$ cat src/rtl/regfile_decoded.sv
// rtl/regfile_decoded.sv - general-purpose register bank: one-hot write decode, two registered read ports.
module regfile_decoded_wr_decode #(
    parameter int ADDR_W = 5
) (
    input  logic                   wr_en,
    input  logic [ADDR_W-1:0]      wr_addr,
    output logic [(1<<ADDR_W)-1:0] wr_sel
);
    localparam int DEPTH = 1 << ADDR_W;

    always_comb begin
        wr_sel = '0;
        for (int i = 0; i < DEPTH; i++) begin
            wr_sel[i] = wr_en && (wr_addr == ADDR_W'(i));
        end
    end
endmodule

module regfile_decoded_rd_port #(
    parameter int WIDTH    = 32,
    parameter int ADDR_W   = 5,
    parameter int ZERO_REG = 1,
    parameter int BYPASS   = 1
) (
    input  logic                          clk,
    input  logic                          rst_n,
    input  logic                          rd_en,
    input  logic [ADDR_W-1:0]             rd_addr,
    input  logic                          wr_en,
    input  logic [ADDR_W-1:0]             wr_addr,
    input  logic [WIDTH-1:0]              wr_data,
    input  logic [(1<<ADDR_W)*WIDTH-1:0]  words,
    output logic [WIDTH-1:0]              rd_data,
    output logic                          rd_valid
);
    localparam int DEPTH = 1 << ADDR_W;

    logic [WIDTH-1:0] word_arr [DEPTH];
    logic [WIDTH-1:0] rd_next;

    for (genvar i = 0; i < DEPTH; i++) begin : g_unpack
        assign word_arr[i] = words[i*WIDTH +: WIDTH];
    end

    // Zero-entry rule is applied last so it overrides the bypass path.
    always_comb begin
        rd_next = word_arr[rd_addr];
        if (BYPASS != 0 && wr_en && (wr_addr == rd_addr)) begin
            rd_next = wr_data;
        end
        if (ZERO_REG != 0 && (rd_addr == '0)) begin
            rd_next = '0;
        end
    end

    always_ff @(posedge clk or negedge rst_n) begin
        if (!rst_n) begin
            rd_data  <= '0;
            rd_valid <= 1'b0;
        end else begin
            rd_valid <= rd_en;
            if (rd_en) begin
                rd_data <= rd_next;
            end
        end
    end
endmodule

module regfile_decoded #(
    parameter int WIDTH    = 32,
    parameter int ADDR_W   = 5,
    parameter int ZERO_REG = 1,
    parameter int BYPASS   = 1
) (
    input  logic                   clk,
    input  logic                   rst_n,
    input  logic                   wr_en,
    input  logic [ADDR_W-1:0]      wr_addr,
    input  logic [WIDTH-1:0]       wr_data,
    output logic [(1<<ADDR_W)-1:0] wr_sel,
    input  logic                   rd_en_a,
    input  logic [ADDR_W-1:0]      rd_addr_a,
    output logic [WIDTH-1:0]       rd_data_a,
    output logic                   rd_valid_a,
    input  logic                   rd_en_b,
    input  logic [ADDR_W-1:0]      rd_addr_b,
    output logic [WIDTH-1:0]       rd_data_b,
    output logic                   rd_valid_b
);
    localparam int DEPTH = 1 << ADDR_W;

    logic [DEPTH*WIDTH-1:0] words;

    regfile_decoded_wr_decode #(
        .ADDR_W (ADDR_W)
    ) u_wr_decode (
        .wr_en   (wr_en),
        .wr_addr (wr_addr),
        .wr_sel  (wr_sel)
    );

    // wr_sel[0] still decodes when entry 0 is hardwired; the entry just never loads.
    for (genvar i = 0; i < DEPTH; i++) begin : g_entry
        if (ZERO_REG != 0 && i == 0) begin : g_zero
            assign words[i*WIDTH +: WIDTH] = '0;
        end else begin : g_reg
            logic [WIDTH-1:0] q;
            always_ff @(posedge clk or negedge rst_n) begin
                if (!rst_n) begin
                    q <= '0;
                end else if (wr_sel[i]) begin
                    q <= wr_data;
                end
            end
            assign words[i*WIDTH +: WIDTH] = q;
        end
    end

    regfile_decoded_rd_port #(
        .WIDTH    (WIDTH),
        .ADDR_W   (ADDR_W),
        .ZERO_REG (ZERO_REG),
        .BYPASS   (BYPASS)
    ) u_rd_a (
        .clk      (clk),
        .rst_n    (rst_n),
        .rd_en    (rd_en_a),
        .rd_addr  (rd_addr_a),
        .wr_en    (wr_en),
        .wr_addr  (wr_addr),
        .wr_data  (wr_data),
        .words    (words),
        .rd_data  (rd_data_a),
        .rd_valid (rd_valid_a)
    );

    regfile_decoded_rd_port #(
        .WIDTH    (WIDTH),
        .ADDR_W   (ADDR_W),
        .ZERO_REG (ZERO_REG),
        .BYPASS   (BYPASS)
    ) u_rd_b (
        .clk      (clk),
        .rst_n    (rst_n),
        .rd_en    (rd_en_b),
        .rd_addr  (rd_addr_b),
        .wr_en    (wr_en),
        .wr_addr  (wr_addr),
        .wr_data  (wr_data),
        .words    (words),
        .rd_data  (rd_data_b),
        .rd_valid (rd_valid_b)
    );
endmodule

$ cat config.mk
export PLATFORM = sky130hd
export DESIGN_NAME = regfile_decoded
export DESIGN_NICKNAME = d
export VERILOG_FILES = /design/src/rtl/regfile_decoded.sv
export SDC_FILE = /design/constraint.sdc
export NUM_CORES = 2
export LEC_CHECK = 0
export CORE_ASPECT_RATIO = 1.5
export CORE_MARGIN = 10
export CORE_UTILIZATION = 55
export CTS_CLUSTER_SIZE = 16
export DETAILED_ROUTE_END_ITERATION = 10
export MAX_ROUTING_LAYER = met4
export PLACE_DENSITY = 0.81
export SLEW_MARGIN = 20
export SYNTH_ARGS = -nofsm -noshare
export SYNTH_HDL_FRONTEND = slang
export SYNTH_SLANG_ARGS = --single-unit
$ cat constraint.sdc
create_clock -name clk -period 4.1 [get_ports clk]
set_clock_uncertainty 0.1 [all_clocks]
set_input_delay 0.615 -clock clk [delete_from_list [all_inputs] [get_ports clk]]
set_output_delay 0.615 -clock clk [all_outputs]
set_load 0.02 [all_outputs]
* After elaboration in Yosys (flattened, before gate mapping) *
Index checks and enable logic that the tools add are counted.

cells by class
  magnitude comparators = 2
  $add $sub $neg = 0
  eq/ne operators = 33
  $mul = 0
  bitwise gates (word level) = 2
  div/mod/pow operators = 0
  shift-type cells = 0
  muxes and demuxes = 10
  reduce and logical (&&, ||, !) cells = 37

operators with widths
  kind                                                                    count
  32-bit binary-select mux with 5-bit select                              2
  32-bit two-way mux                                                      8
  5-bit equality test (second input constant)                             16
  5-bit by 4-bit equality test with 1-bit output (second input constant)  8
  1-bit logical AND                                                       34
  5-bit by 3-bit equality test with 1-bit output (second input constant)  4
  5-bit zero test                                                         3
  6-bit greater-or-equal comparator (second input constant)               2
  5-bit NOT with 6-bit output                                             2
  5-bit by 2-bit equality test with 1-bit output (second input constant)  2
  5-bit equality test                                                     2
  5-bit by 1-bit equality test with 1-bit output (second input constant)  1

word-level totals
  output and inout bits = 98
  memories = 0
  latch bits = 0
  bits in read-only memories = 0
  word-level logic and storage cells = 119
  RAM bits = 0
  input port bits = 52
  flip-flop bits (word level) = 1058

* Longest topological paths before layout *
  word-level depth = 6
  gate-level depth with buffers = 9
  depth with buffers taken out = 5

* Cells and area by module *
From an unflattened synthesis, not the netlist that was laid out.

unflattened totals
  cell total of the unflattened synthesis = 4066
  area, all modules = 59178.0 µm²

by module, submodules not included
  module                     area an instance (µm²)  cells an instance  sequential area each (µm²)  instances
  regfile_decoded            39211.4                 2205               24823.8                     1
  regfile_decoded_rd_port    9868.2                  907                825.8                       2
  regfile_decoded_wr_decode  230.2                   47                 0.0                         1

* Worst setup path after synthesis *
OpenSTA, ideal clock, no wires.

  kind = in2out
  start = input port wr_addr[2]
  end = output port wr_sel[4]
  buffers on the path = 3
  data arrival time = 1.823 ns
  required time = 3.385 ns
  slack = 1.562 ns
  stages on the path = 7
  cell sequence = buf_2 -> nor2b_1 -> and2_1 -> clkbuf_1 -> nand2_1 -> buf_1 -> inv_1

between the ends
  longest elaborated chain between the ends = 2

ends and longest elaborated chain
  element                                         RTL line  source
  start: declaration                              78        input logic [ADDR_W-1:0] wr_addr,
  5-bit by 3-bit equality test with 1-bit output  14        wr_sel[i] = wr_en && (wr_addr == ADDR_W'(i));
  1-bit logical AND                               14
  end: declaration                                80        output logic [(1<<ADDR_W)-1:0] wr_sel,

No other way between the ends.

* Worst setup path after layout *
  start = input port wr_addr[2]
  end = output port wr_sel[22]

between the ends
  longest elaborated chain between the ends = 2

ends and longest elaborated chain
  element              RTL line
  5-bit equality test  14
  1-bit logical AND    14

No other way between the ends.

==> metrics.md <==
| Metric | Value |
|---|---|
| CTS Hold Bufs | `1` |
| CTS tree | `yes` |
| Root Driver | `clkbuf_16` |
| Hold slack | `0.2412 ns` |
| Net Sw Frac | `28.04%` |
| Ys async rst share | `100.0%` |
| Critical path arrival | `3.09 ns` |
| #FFs+latches synth | `1,058` |
| Pwr dens | `478.1 nW/um^2` |
| Largest net degree at the start of global routing | `97` |
| Synth unique cells | `53` |
| Mean Syn Cell Area | `13.91 um^2` |
| Quantity of gates resized following cts | `0` |
| Filler cells | `7,318` |
| Static leakage | `27.25 nW` |
| Final Max Slew Viols | `0` |
| TritonCTS buffer count | `94` |
| DRC viols | `0` |
| Total gr overflow | `0` |
| Netlist Area Pre-Place | `56,440 um^2` |
| Htree depth | `3` |
| Share of post-route cells with drive strength above 1 | `45.41%` |
| CP Class | `in2out` |
| Hold Path Sink | `u_rd_a.rd_valid` |
| Mapped Nets | `4,109` |
| Initial DRC Count | `4,696` |
| Post-layout min period | `3.803 ns` |
| Drt total wl | `189,500 um` |
| Switching pwr | `8.427 mW` |
| Fmax | `262.9 MHz` |
| Antenna viol nets, final | `0` |
| Die Wd | `281.6 um` |
| Vias per cell | `7.336` |
| Final GP Congestion | `0.8999` |
| Setup_tns | `0 ns` |
| RR Startpoint | `g_entry[1].g_reg.q[4]` |
| Multi-input gate area | `28,130 um^2` |
| Reg clk slew, reported paths | `0.07 ns` |
| RR Endpoint | `u_rd_b.rd_data[4]` |
| Crit path required time | `3.38 ns` |
| Io pins | `150` |
| First-pass GRT wire length | `278,500 um` |
| Gr usage total | `33.62%` |
| Core Rows | `143` |
| Crit Path Max Fanout | `7` |
| Initial Util | `55.53%` |
| Avg WL per Cell | `34.81 um` |
| Post-synth EDFFs | `0` |
| Final setup vio count | `0` |
| Hold Path Origin | `rd_en_a` |
| Worst setup EP type | `primary output` |
| Final-report hold violation count | `0` |
| Area of the core | `101,600 um^2` |
| DR pass1 iterations | `6` |
| Hold/Removal Path Class | `in2reg` |
| Full die area | `116,100 um^2` |
| Most used DFF post-synth | `dfrtp_1` |
| Hold Crit Depth | `1` |
| Synth warn | `0` |
| Critical Path Source Type | `primary input` |
| Logic pwr share | `21.7%` |
| Final period util | `92.76%` |
| Sequential share of power | `46.7%` |
| Layout area overhead | `11.39%` |
| Vias in the first global route | `41,590` |
| Int Pwr | `21.63 mW` |
| R2R Setup Slk | `1.82 ns` |
| Hpwl dp | `112,300 um` |
| Max_cap viols | `0` |
| CTS Buffer Depth | `3` |
| Post-synthesis sequential area ratio | `46.91%` |
| Die H | `412.3 um` |
| Sink Count | `1,058` |
| Least-Margin Pin Slew | `1.201 ns` |
| Port bufs | `149` |
| Worst Reg-to-Reg Cells | `5` |
| Nets | `4,112` |
| Worst skew pair latency | `0.70 ns` |
| Part of the power in the clock network | `31.5%` |
| Initial antenna violation count | `10` |
| Status | `completed` |
| Slew margin rel. | `18.92%` |
| Setup bufs post-CTS | `0` |
| Unrepaired setup endpoints after global routing | `false` |
| Mapped Cells | `4,057` |
| DR vias | `39,940` |
| Worst-case vdd ir drop | `314.8 uV` |
| Seq. cell area | `26,480 um^2` |
## power groups by stage
stage / Combinational [mW] / Sequential (mW) / Clock (mW)
final: 6.53 / 14.0 / 9.48
after global routing: 6.92 / 14.3 / 9.92
after CTS: 6.49 / 14.0 / 9.51
after detailed placement: 6.43 / 14.2 / 0
after global placement: 6.23 / 14.0 / 0
after floorplan: 4.61 / 13.7 / 0
## per-layer routing
metal	track usage, %	share of wire [%]	up-vias	wire length (um)
met1	39.17	34	20670	64300
met4	25.52	9.1	0	17310
met2	50.91	46	2768	87630
met5	-	0	-	0
li1	-	-	15560	-
met3	7.015	11	946	20250
## cell usage in the layout, fill, tap and decap left out, types with 11 or more instances in the layout
master	synthesis	layout
o311a_1	15	15
a22oi_1	114	114
clkdlybuf4s50_1	0	117
nor2_1	83	61
a21oi_1	79	78
nand4_1	23	23
buf_4	32	163
a221oi_1	15	15
o311ai_0	11	11
clkbuf_8	0	28
nand2_2	0	12
o221ai_1	66	66
nor3_1	16	15
o21ai_0	27	27
clkbuf_1	207	19
nand2_1	81	69
dfrtp_1	1058	1058
a2bb2oi_1	14	14
nor2b_1	67	61
clkbuf_16	0	97
buf_2	140	22
a211oi_1	30	30
mux4_2	336	336
mux2_2	1102	1102
nand3_1	29	29
nor4_1	20	20
nor2_4	0	19
buf_12	0	34
a22o_1	15	15
inv_1	18	17
o211ai_1	22	22
o22ai_1	58	58
mux2i_1	215	215
## cell usage after synthesis (3+ instances only)
| cell type | count | area (um^2) |
|---|---|---|
| a2111o_1 | 10 | 112.6 |
| a2111oi_0 | 5 | 43.79 |
| a211oi_1 | 30 | 225.2 |
| a21oi_1 | 79 | 395.4 |
| a221oi_1 | 15 | 131.4 |
| a22o_1 | 15 | 131.4 |
| a22oi_1 | 114 | 855.8 |
| a2bb2oi_1 | 14 | 122.6 |
| a32oi_1 | 3 | 26.28 |
| and2_1 | 10 | 62.56 |
| buf_1 | 46 | 172.7 |
| buf_2 | 140 | 700.7 |
| buf_4 | 32 | 240.2 |
| buf_6 | 10 | 112.6 |
| clkbuf_1 | 207 | 777.0 |
| clkinv_1 | 3 | 11.26 |
| dfrtp_1 | 1058 | 26480 |
| inv_1 | 18 | 67.56 |
| mux2_2 | 1102 | 12410 |
| mux2i_1 | 215 | 2152 |
| mux4_2 | 336 | 7567 |
| nand2_1 | 81 | 304.0 |
| nand2b_1 | 11 | 68.82 |
| nand3_1 | 29 | 145.1 |
| nand4_1 | 23 | 143.9 |
| nor2_1 | 83 | 311.6 |
| nor2b_1 | 67 | 419.2 |
| nor3_1 | 16 | 80.08 |
| nor4_1 | 20 | 125.1 |
| o2111ai_1 | 8 | 70.07 |
| o211ai_1 | 22 | 165.2 |
| o21ai_0 | 27 | 135.1 |
| o221ai_1 | 66 | 578.1 |
| o22a_1 | 3 | 26.28 |
| o22ai_1 | 58 | 362.9 |
| o2bb2ai_1 | 3 | 26.28 |
| o311a_1 | 15 | 150.1 |
| o311ai_0 | 11 | 96.34 |
| o31a_1 | 9 | 78.83 |
| or2_2 | 5 | 31.28 |
| or3b_1 | 6 | 52.55 |
| or3b_2 | 10 | 87.58 |
| xnor2_1 | 10 | 87.58 |
## flip-flops by register name, indices dropped and copies added (netlist names)
name,flops
u_rd_b.rd_valid,1
u_rd_a.rd_valid,1
u_rd_a.rd_data,32
u_rd_b.rd_data,32
g_entry.g_reg.q,992
## how the worst max path moves through the flow
| stage | start | endpoint | slack, ns | cells past startpoint |
|---|---|---|---|---|
| 3_3_place_gp | wr_addr[3] | wr_sel[11] | 0.34 | 5 |
| 3_5_place_dp | wr_addr[3] | wr_sel[11] | 0.39 | 5 |
| 5_1_grt | wr_addr[2] | wr_sel[22] | 0.26 | 5 |
| 6_report | wr_addr[2] | wr_sel[22] | 0.30 | 5 |
| 4_1_cts | wr_addr[3] | wr_sel[11] | 0.38 | 5 |
| 2_1_floorplan | wr_addr[2] | wr_sel[4] | 1.56 | 7 |
## critical path, cell delays in order
cell and delay [ns]:
clkdlybuf4s50_1 0.90, nor2b_1 0.26, nand3_1 0.41, nor2_4 0.25, clkdlybuf4s50_1 0.64
## metrics by stage
stage | cells | power (mW) | util [%] | setup WS, ns | instance area [um^2]
after floorplan | 4057 | 18.32 | - | 1.562 | 56440
after global placement | 5268 | 20.20 | 58.73 | 0.3439 | 59690
after detailed placement | 5268 | 20.58 | 58.73 | 0.3860 | 59680
after CTS | 5434 | 29.99 | 61.93 | 0.3794 | 62940
after global routing | 5444 | 31.12 | 61.86 | 0.2561 | 62870
final | 5444 | 30.06 | 61.86 | 0.2967 | 62870
## logic make-up (layout without fill, tap and decap cells)
kind of cell | Yosys count | after routing | share of synthesized area [%]
AO/OA/AOI/OAI | 512 | 512 | 6.689
XOR/XNOR | 10 | 10 | 0.1552
buffers and inverters | 457 | 529 | 3.698
flip-flops | 1058 | 1058 | 46.91
multiplexers | 1653 | 1653 | 39.21
other | 0 | 10 | 0
AND/OR/NAND/NOR | 367 | 367 | 3.337
## final cells by class
cell class	count	share of cell area, %
inverter	21	0.1254
clock buffer	144	4.588
antenna	10	0.03980
sequential	1058	42.11
tap	1305	2.597
timing repair buffer	343	5.220
multi-input combinational	2542	44.74
clock inverter	21	0.5752
No activity file was read; power rests on OpenSTA's default activity.
